`config.mk`:
```
export PLATFORM = sky130hd
export DESIGN_NAME = clock_core
export DESIGN_NICKNAME = d
export VERILOG_FILES = /design/src/rtl/clock_core.sv
export SDC_FILE = /design/constraint.sdc
export NUM_CORES = 1
export LEC_CHECK = 0
export ABC_AREA = 0
export CAP_MARGIN = 40
export CORE_ASPECT_RATIO = 1.4
export CORE_MARGIN = 3
export CORE_UTILIZATION = 25
export CTS_BUF_LIST = sky130_fd_sc_hd__clkbuf_8
export CTS_CLUSTER_SIZE = 20
export DETAILED_ROUTE_END_ITERATION = 10
export PLACE_DENSITY_LB_ADDON = 0.08
export SYNTH_ARGS = -nofsm -noshare
export SYNTH_HDL_FRONTEND = slang
export SYNTH_SLANG_ARGS = --single-unit
export TNS_END_PERCENT = 100
```
`constraint.sdc`:
```
create_clock -name clk -period 2 [get_ports clk]
set_clock_uncertainty 0.05 [all_clocks]
set_input_delay 0.2 -clock clk [delete_from_list [all_inputs] [get_ports clk]]
set_output_delay 0.2 -clock clk [all_outputs]
set_load 0.05 [all_outputs]
```
`src/rtl/clock_core.sv`:
```
// Timekeeping and time-setting core: 1 s prescaler, binary hh:mm:ss with carry,
// and a four-state set-mode FSM driven by pre-debounced mode/inc pulses.
//
// state    | meaning
// ---------+-----------------------------------------------
// ST_RUN   | prescaler counting, time advances once per second
// ST_SET_H | prescaler held at 0, inc_btn steps hours (mod 24)
// ST_SET_M | prescaler held at 0, inc_btn steps minutes (mod 60)
// ST_SET_S | prescaler held at 0, inc_btn steps seconds (mod 60)
module clock_core #(
  parameter int TICKS_PER_SEC = 50_000_000
) (
  input  logic        clk,
  input  logic        rst_n,
  input  logic        mode_btn,
  input  logic        inc_btn,
  output logic [23:0] cur_time,
  output logic        hour_flash,
  output logic        minute_flash,
  output logic        second_flash,
  output logic        sec_pulse
);

  localparam int PS_W = $clog2(TICKS_PER_SEC);
  localparam logic [PS_W-1:0] PS_TC = PS_W'(TICKS_PER_SEC - 1);

  typedef enum logic [1:0] {
    ST_RUN   = 2'd0,
    ST_SET_H = 2'd1,
    ST_SET_M = 2'd2,
    ST_SET_S = 2'd3
  } state_t;

  state_t          state_q, state_d;
  logic [PS_W-1:0] ps_q, ps_d;
  logic [4:0]      hour_q, hour_d;
  logic [5:0]      min_q, min_d;
  logic [5:0]      sec_q, sec_d;
  logic            hflash_q, hflash_d;
  logic            mflash_q, mflash_d;
  logic            sflash_q, sflash_d;
  logic            pulse_q, pulse_d;
  logic            tick;

  always_ff @(posedge clk) begin
    if (!rst_n) begin
      state_q  <= ST_RUN;
      ps_q     <= '0;
      hour_q   <= '0;
      min_q    <= '0;
      sec_q    <= '0;
      hflash_q <= 1'b0;
      mflash_q <= 1'b0;
      sflash_q <= 1'b0;
      pulse_q  <= 1'b0;
    end else begin
      state_q  <= state_d;
      ps_q     <= ps_d;
      hour_q   <= hour_d;
      min_q    <= min_d;
      sec_q    <= sec_d;
      hflash_q <= hflash_d;
      mflash_q <= mflash_d;
      sflash_q <= sflash_d;
      pulse_q  <= pulse_d;
    end
  end

  always_comb begin
    state_d = state_q;
    ps_d    = ps_q;
    hour_d  = hour_q;
    min_d   = min_q;
    sec_d   = sec_q;
    pulse_d = 1'b0;
    tick    = 1'b0;

    unique case (state_q)
      ST_RUN: begin
        if (ps_q == PS_TC) begin
          ps_d = '0;
          tick = 1'b1;
        end else begin
          ps_d = ps_q + PS_W'(1);
        end
        // A tick coinciding with entry to set mode still lands; the prescaler restarts from 0.
        if (mode_btn) begin
          state_d = ST_SET_H;
          ps_d    = '0;
        end
      end
      ST_SET_H: begin
        if (mode_btn)     state_d = ST_SET_M;
        else if (inc_btn) hour_d  = (hour_q == 5'd23) ? 5'd0 : hour_q + 5'd1;
      end
      ST_SET_M: begin
        if (mode_btn)     state_d = ST_SET_S;
        else if (inc_btn) min_d   = (min_q == 6'd59) ? 6'd0 : min_q + 6'd1;
      end
      ST_SET_S: begin
        if (mode_btn)     state_d = ST_RUN;
        else if (inc_btn) sec_d   = (sec_q == 6'd59) ? 6'd0 : sec_q + 6'd1;
      end
      default: state_d = ST_RUN;
    endcase

    if (tick) begin
      pulse_d = 1'b1;
      if (sec_q == 6'd59) begin
        sec_d = 6'd0;
        if (min_q == 6'd59) begin
          min_d  = 6'd0;
          hour_d = (hour_q == 5'd23) ? 5'd0 : hour_q + 5'd1;
        end else begin
          min_d = min_q + 6'd1;
        end
      end else begin
        sec_d = sec_q + 6'd1;
      end
    end
  end

  // Flashes decode the next state so they switch on the same edge as the state.
  always_comb begin
    hflash_d = (state_d == ST_SET_H);
    mflash_d = (state_d == ST_SET_M);
    sflash_d = (state_d == ST_SET_S);
  end

  assign cur_time     = {3'b000, hour_q, 2'b00, min_q, 2'b00, sec_q};
  assign hour_flash   = hflash_q;
  assign minute_flash = mflash_q;
  assign second_flash = sflash_q;
  assign sec_pulse    = pulse_q;

endmodule

```
==> results.md <==
* Outcome: complete, no violations
* Mapped Cells at 297
* Dpl ws at 0.1065 ns
* Cell class contributing the biggest share of worst-path delay: buffers and inverters
* Slowest cell on the critical path: clkdlybuf4s50_1
* Met1 GRT Util at 0.1343
* Pin count of the biggest net entering global routing at 25
* Primary FF master, synth: dfxtp_1
* CP Cell Sequence: clkdlybuf4s50_1
* Footprint of the multi-input gates at 0.001509 mm^2
* HPWL after detailed placement at 4.909 mm
* Clk root buf: clkbuf_8
* Commonest non-fill, non-tap cells in the layout: dfxtp_1, nor2_1, clkdlybuf4s50_1
* Post-Syn Area at 0.002630 mm^2
* Nets at 343
* WP buf/inv at 1
* Type of origin of the critical path: register
* EDFF count, synth at 0
* Synth cell types at 52
* Register area at 985.9 um^2
* Synth Register Bits at 49
* Clk pin slew, worst setup/hold paths at 0.09 ns
* DR vias/cell at 4.741
* Std cell rows at 43
* Antenna fix cells at 0
* WP data arrival at 1.62 ns
* Final Slew Violations at 0
* Grt ovf at 0
* Vias in the first global route at 2269
* Cell Int Power at 1.452 mW
* PortBufs at 24
* Reg2Reg Depth at 6
* Leading cell type in the layout, fill and taps excluded: dfxtp_1
* Fraction of power consumed by sequential logic at 0.517
* Largest stage delay, worst path at 0.85 ns
* Peak VDD IR at 0.3297 mV
* CP Max Fanout at 7
* Lkg Pwr at 1.145 nW
* Max cap viols at 0
* First-pass DRT Iterations at 4
* Die ar. at 0.01180 mm^2
* Relative slew margins at 0.6613
* Dpl cells at 463
* Sw Ratio at 0.2514
* Initial antenna violation count at 0
* WL final at 6.635 mm
* Layout area overhead at 22.41%
* Layout cell share with drive strength beyond 1 at 0.1548
* F_max at 534.0 MHz
* First-pass GRT wire length at 11.14 mm
* P per Cell Area at 602.4 mW/mm^2
* Vias at 2233
* Seq/Total Area, Yosys at 0.3730
* Post-layout minimum cycle time at 1.873 ns
* Req. time, crit path at 1.75 ns
* Final hold violation count at 0
* Syn Area/Cell at 8.855 um^2
* Comb power frac at 0.094
* Fin Setup TNS at 0 ns
* Clock Path Buffers at 2
* Fillers at 1080
* H-tree depth at 2
* Setup violators final at 0
* Initial core utilization at 0.2614
* Final Cell Area at 0.003219 mm^2
* CTS tree: yes
* WP depth at 1
* Final worst setup slack at 0.1272 ns
* DIE HEIGHT at 127.4 um
* CTS buffer count at 5
* Final period utilization at 0.9364
* Min-Delay Path Depth at 2
* Slew at the pin closest to its max-slew limit at 0.5065 ns
* DP Area at 0.003080 mm^2
* Clock Latency Late Sink at 0.31 ns
* YS warnings at 0
* Net load switching power at 0.4876 mW
* Clk sink count at 49
* Hold Path Class: register to register
* Core Area at 0.01006 mm^2
* Initial DRC count at 113
* CTS Hold Bufs at 0
* Unrepaired setup endpoints after global routing: no
* Drt drc at 0
* Total track usage at 0.1176
* Clock power frac at 0.389
* Routability Congestion at 0.7331
* GRT met3 Usage at 0.02061
* Die X at 92.69 um
* Ys async rst share at 0
* Routed wire per std cell at 14.09 um
* Most crowded layer after global routing: met2
* IO Count at 32
* Non-Filler Instances at 471
* Crit Path Class: register to output pin
* Met2 Use GR at 0.2158
* Worst Setup End Kind: output pin
* Post-DRT Antenna Nets at 0
[area by class of cell]
cell class | count | share of cell area
well taps | 135 | 0.05247
multi-input cells | 225 | 0.4687
inverters | 7 | 0.008162
repair buffers | 47 | 0.1283
clock buffers | 6 | 0.02565
flip-flops and latches | 49 | 0.3063
clock inverters | 2 | 0.01049
[registers in the layout, indices dropped and copies added (netlist names)]
name          flops
sec_q             6
sec_pulse         1
hour_q            5
ps_q             26
min_q             6
second_flash      1
minute_flash      1
state_q           2
hour_flash        1
[metal layers]
metal	share of wire	up-vias
met5	0	-
met1	0.44	1061
met2	0.52	31
met4	0.017	0
met3	0.020	7
li1	-	1134
[stage by stage]
| step | util | hold WS [ns] | power, mW |
|---|---|---|---|
| floorplan | - | 0.3587 | 1.174 |
| global placement | 0.3062 | 0.4316 | 1.210 |
| detailed placement | 0.3062 | 0.4350 | 1.210 |
| CTS | 0.3177 | 0.4519 | 1.972 |
| global route | 0.3200 | 0.4865 | 2.024 |
| finish | 0.3200 | 0.4488 | 1.939 |
[kinds of logic (layout without fill, tap and decap cells)]
kind of cell,after synthesis,after routing,synth area share
muxes,8,8,0.03045
and+or+nand+nor,136,136,0.3187
adders and majority gates,4,4,0.01903
DFF,49,49,0.3730
AOI/OAI and AO/OA,49,49,0.1180
other,1,7,0.001426
buffers and inverters,29,62,0.06946
xor gates and xnor gates,21,21,0.06993
[cell usage after synthesis (3+ instances only)]
| cell | count | area [um^2] |
|---|---|---|
| dfxtp_1 | 49 | 980.9 |
| nor2_1 | 35 | 131.4 |
| nand2_1 | 18 | 67.56 |
| o21ai_0 | 15 | 75.07 |
| a21oi_1 | 14 | 70.07 |
| xnor2_1 | 13 | 113.9 |
| buf_4 | 11 | 82.58 |
| nand4_1 | 11 | 68.82 |
| and3_1 | 8 | 50.05 |
| mux2i_1 | 8 | 80.08 |
| xor2_1 | 8 | 70.07 |
| inv_1 | 7 | 26.28 |
| nand3_1 | 7 | 35.03 |
| nor3_1 | 7 | 35.03 |
| and4_1 | 6 | 52.55 |
| clkbuf_1 | 6 | 22.52 |
| nand3b_1 | 6 | 45.04 |
| nor4_1 | 5 | 31.28 |
| ha_1 | 4 | 50.05 |
| nor2b_1 | 4 | 25.02 |
| nor3b_1 | 4 | 30.03 |
| o211ai_1 | 4 | 30.03 |
| and4bb_2 | 3 | 37.54 |
| clkbuf_8 | 3 | 41.29 |
| o22ai_1 | 3 | 18.77 |
[path summary, 6_finish.rpt]
kind | start | to | slack (ns)
max | sec_q[2]$_SDFFE_PN0P_ | cur_time[2] | 0.13
min | ps_q[1]$_SDFFE_PN0N_ | ps_q[1]$_SDFFE_PN0N_ | 0.45
max reg2reg | ps_q[1]$_SDFFE_PN0N_ | sec_q[4]$_SDFFE_PN0P_ | 0.13
min reg2reg | ps_q[1]$_SDFFE_PN0N_ | ps_q[1]$_SDFFE_PN0N_ | 0.45
[repair_timing]
item,CTS,global route
gates resized for setup,0,6
endpoints found under the setup margin,0,26
setup buffers,0,0
[power groups by stage]
stage | combinational (mW) | sequential [mW] | clock [mW]
after floorplan | 0.131 | 1.04 | 0
after global placement | 0.185 | 1.03 | 0
after detailed placement | 0.184 | 1.03 | 0
after CTS | 0.185 | 1.00 | 0.784
after global routing | 0.198 | 1.01 | 0.820
final | 0.181 | 1.00 | 0.754
Note: power is estimated with default switching activity, not from simulation.
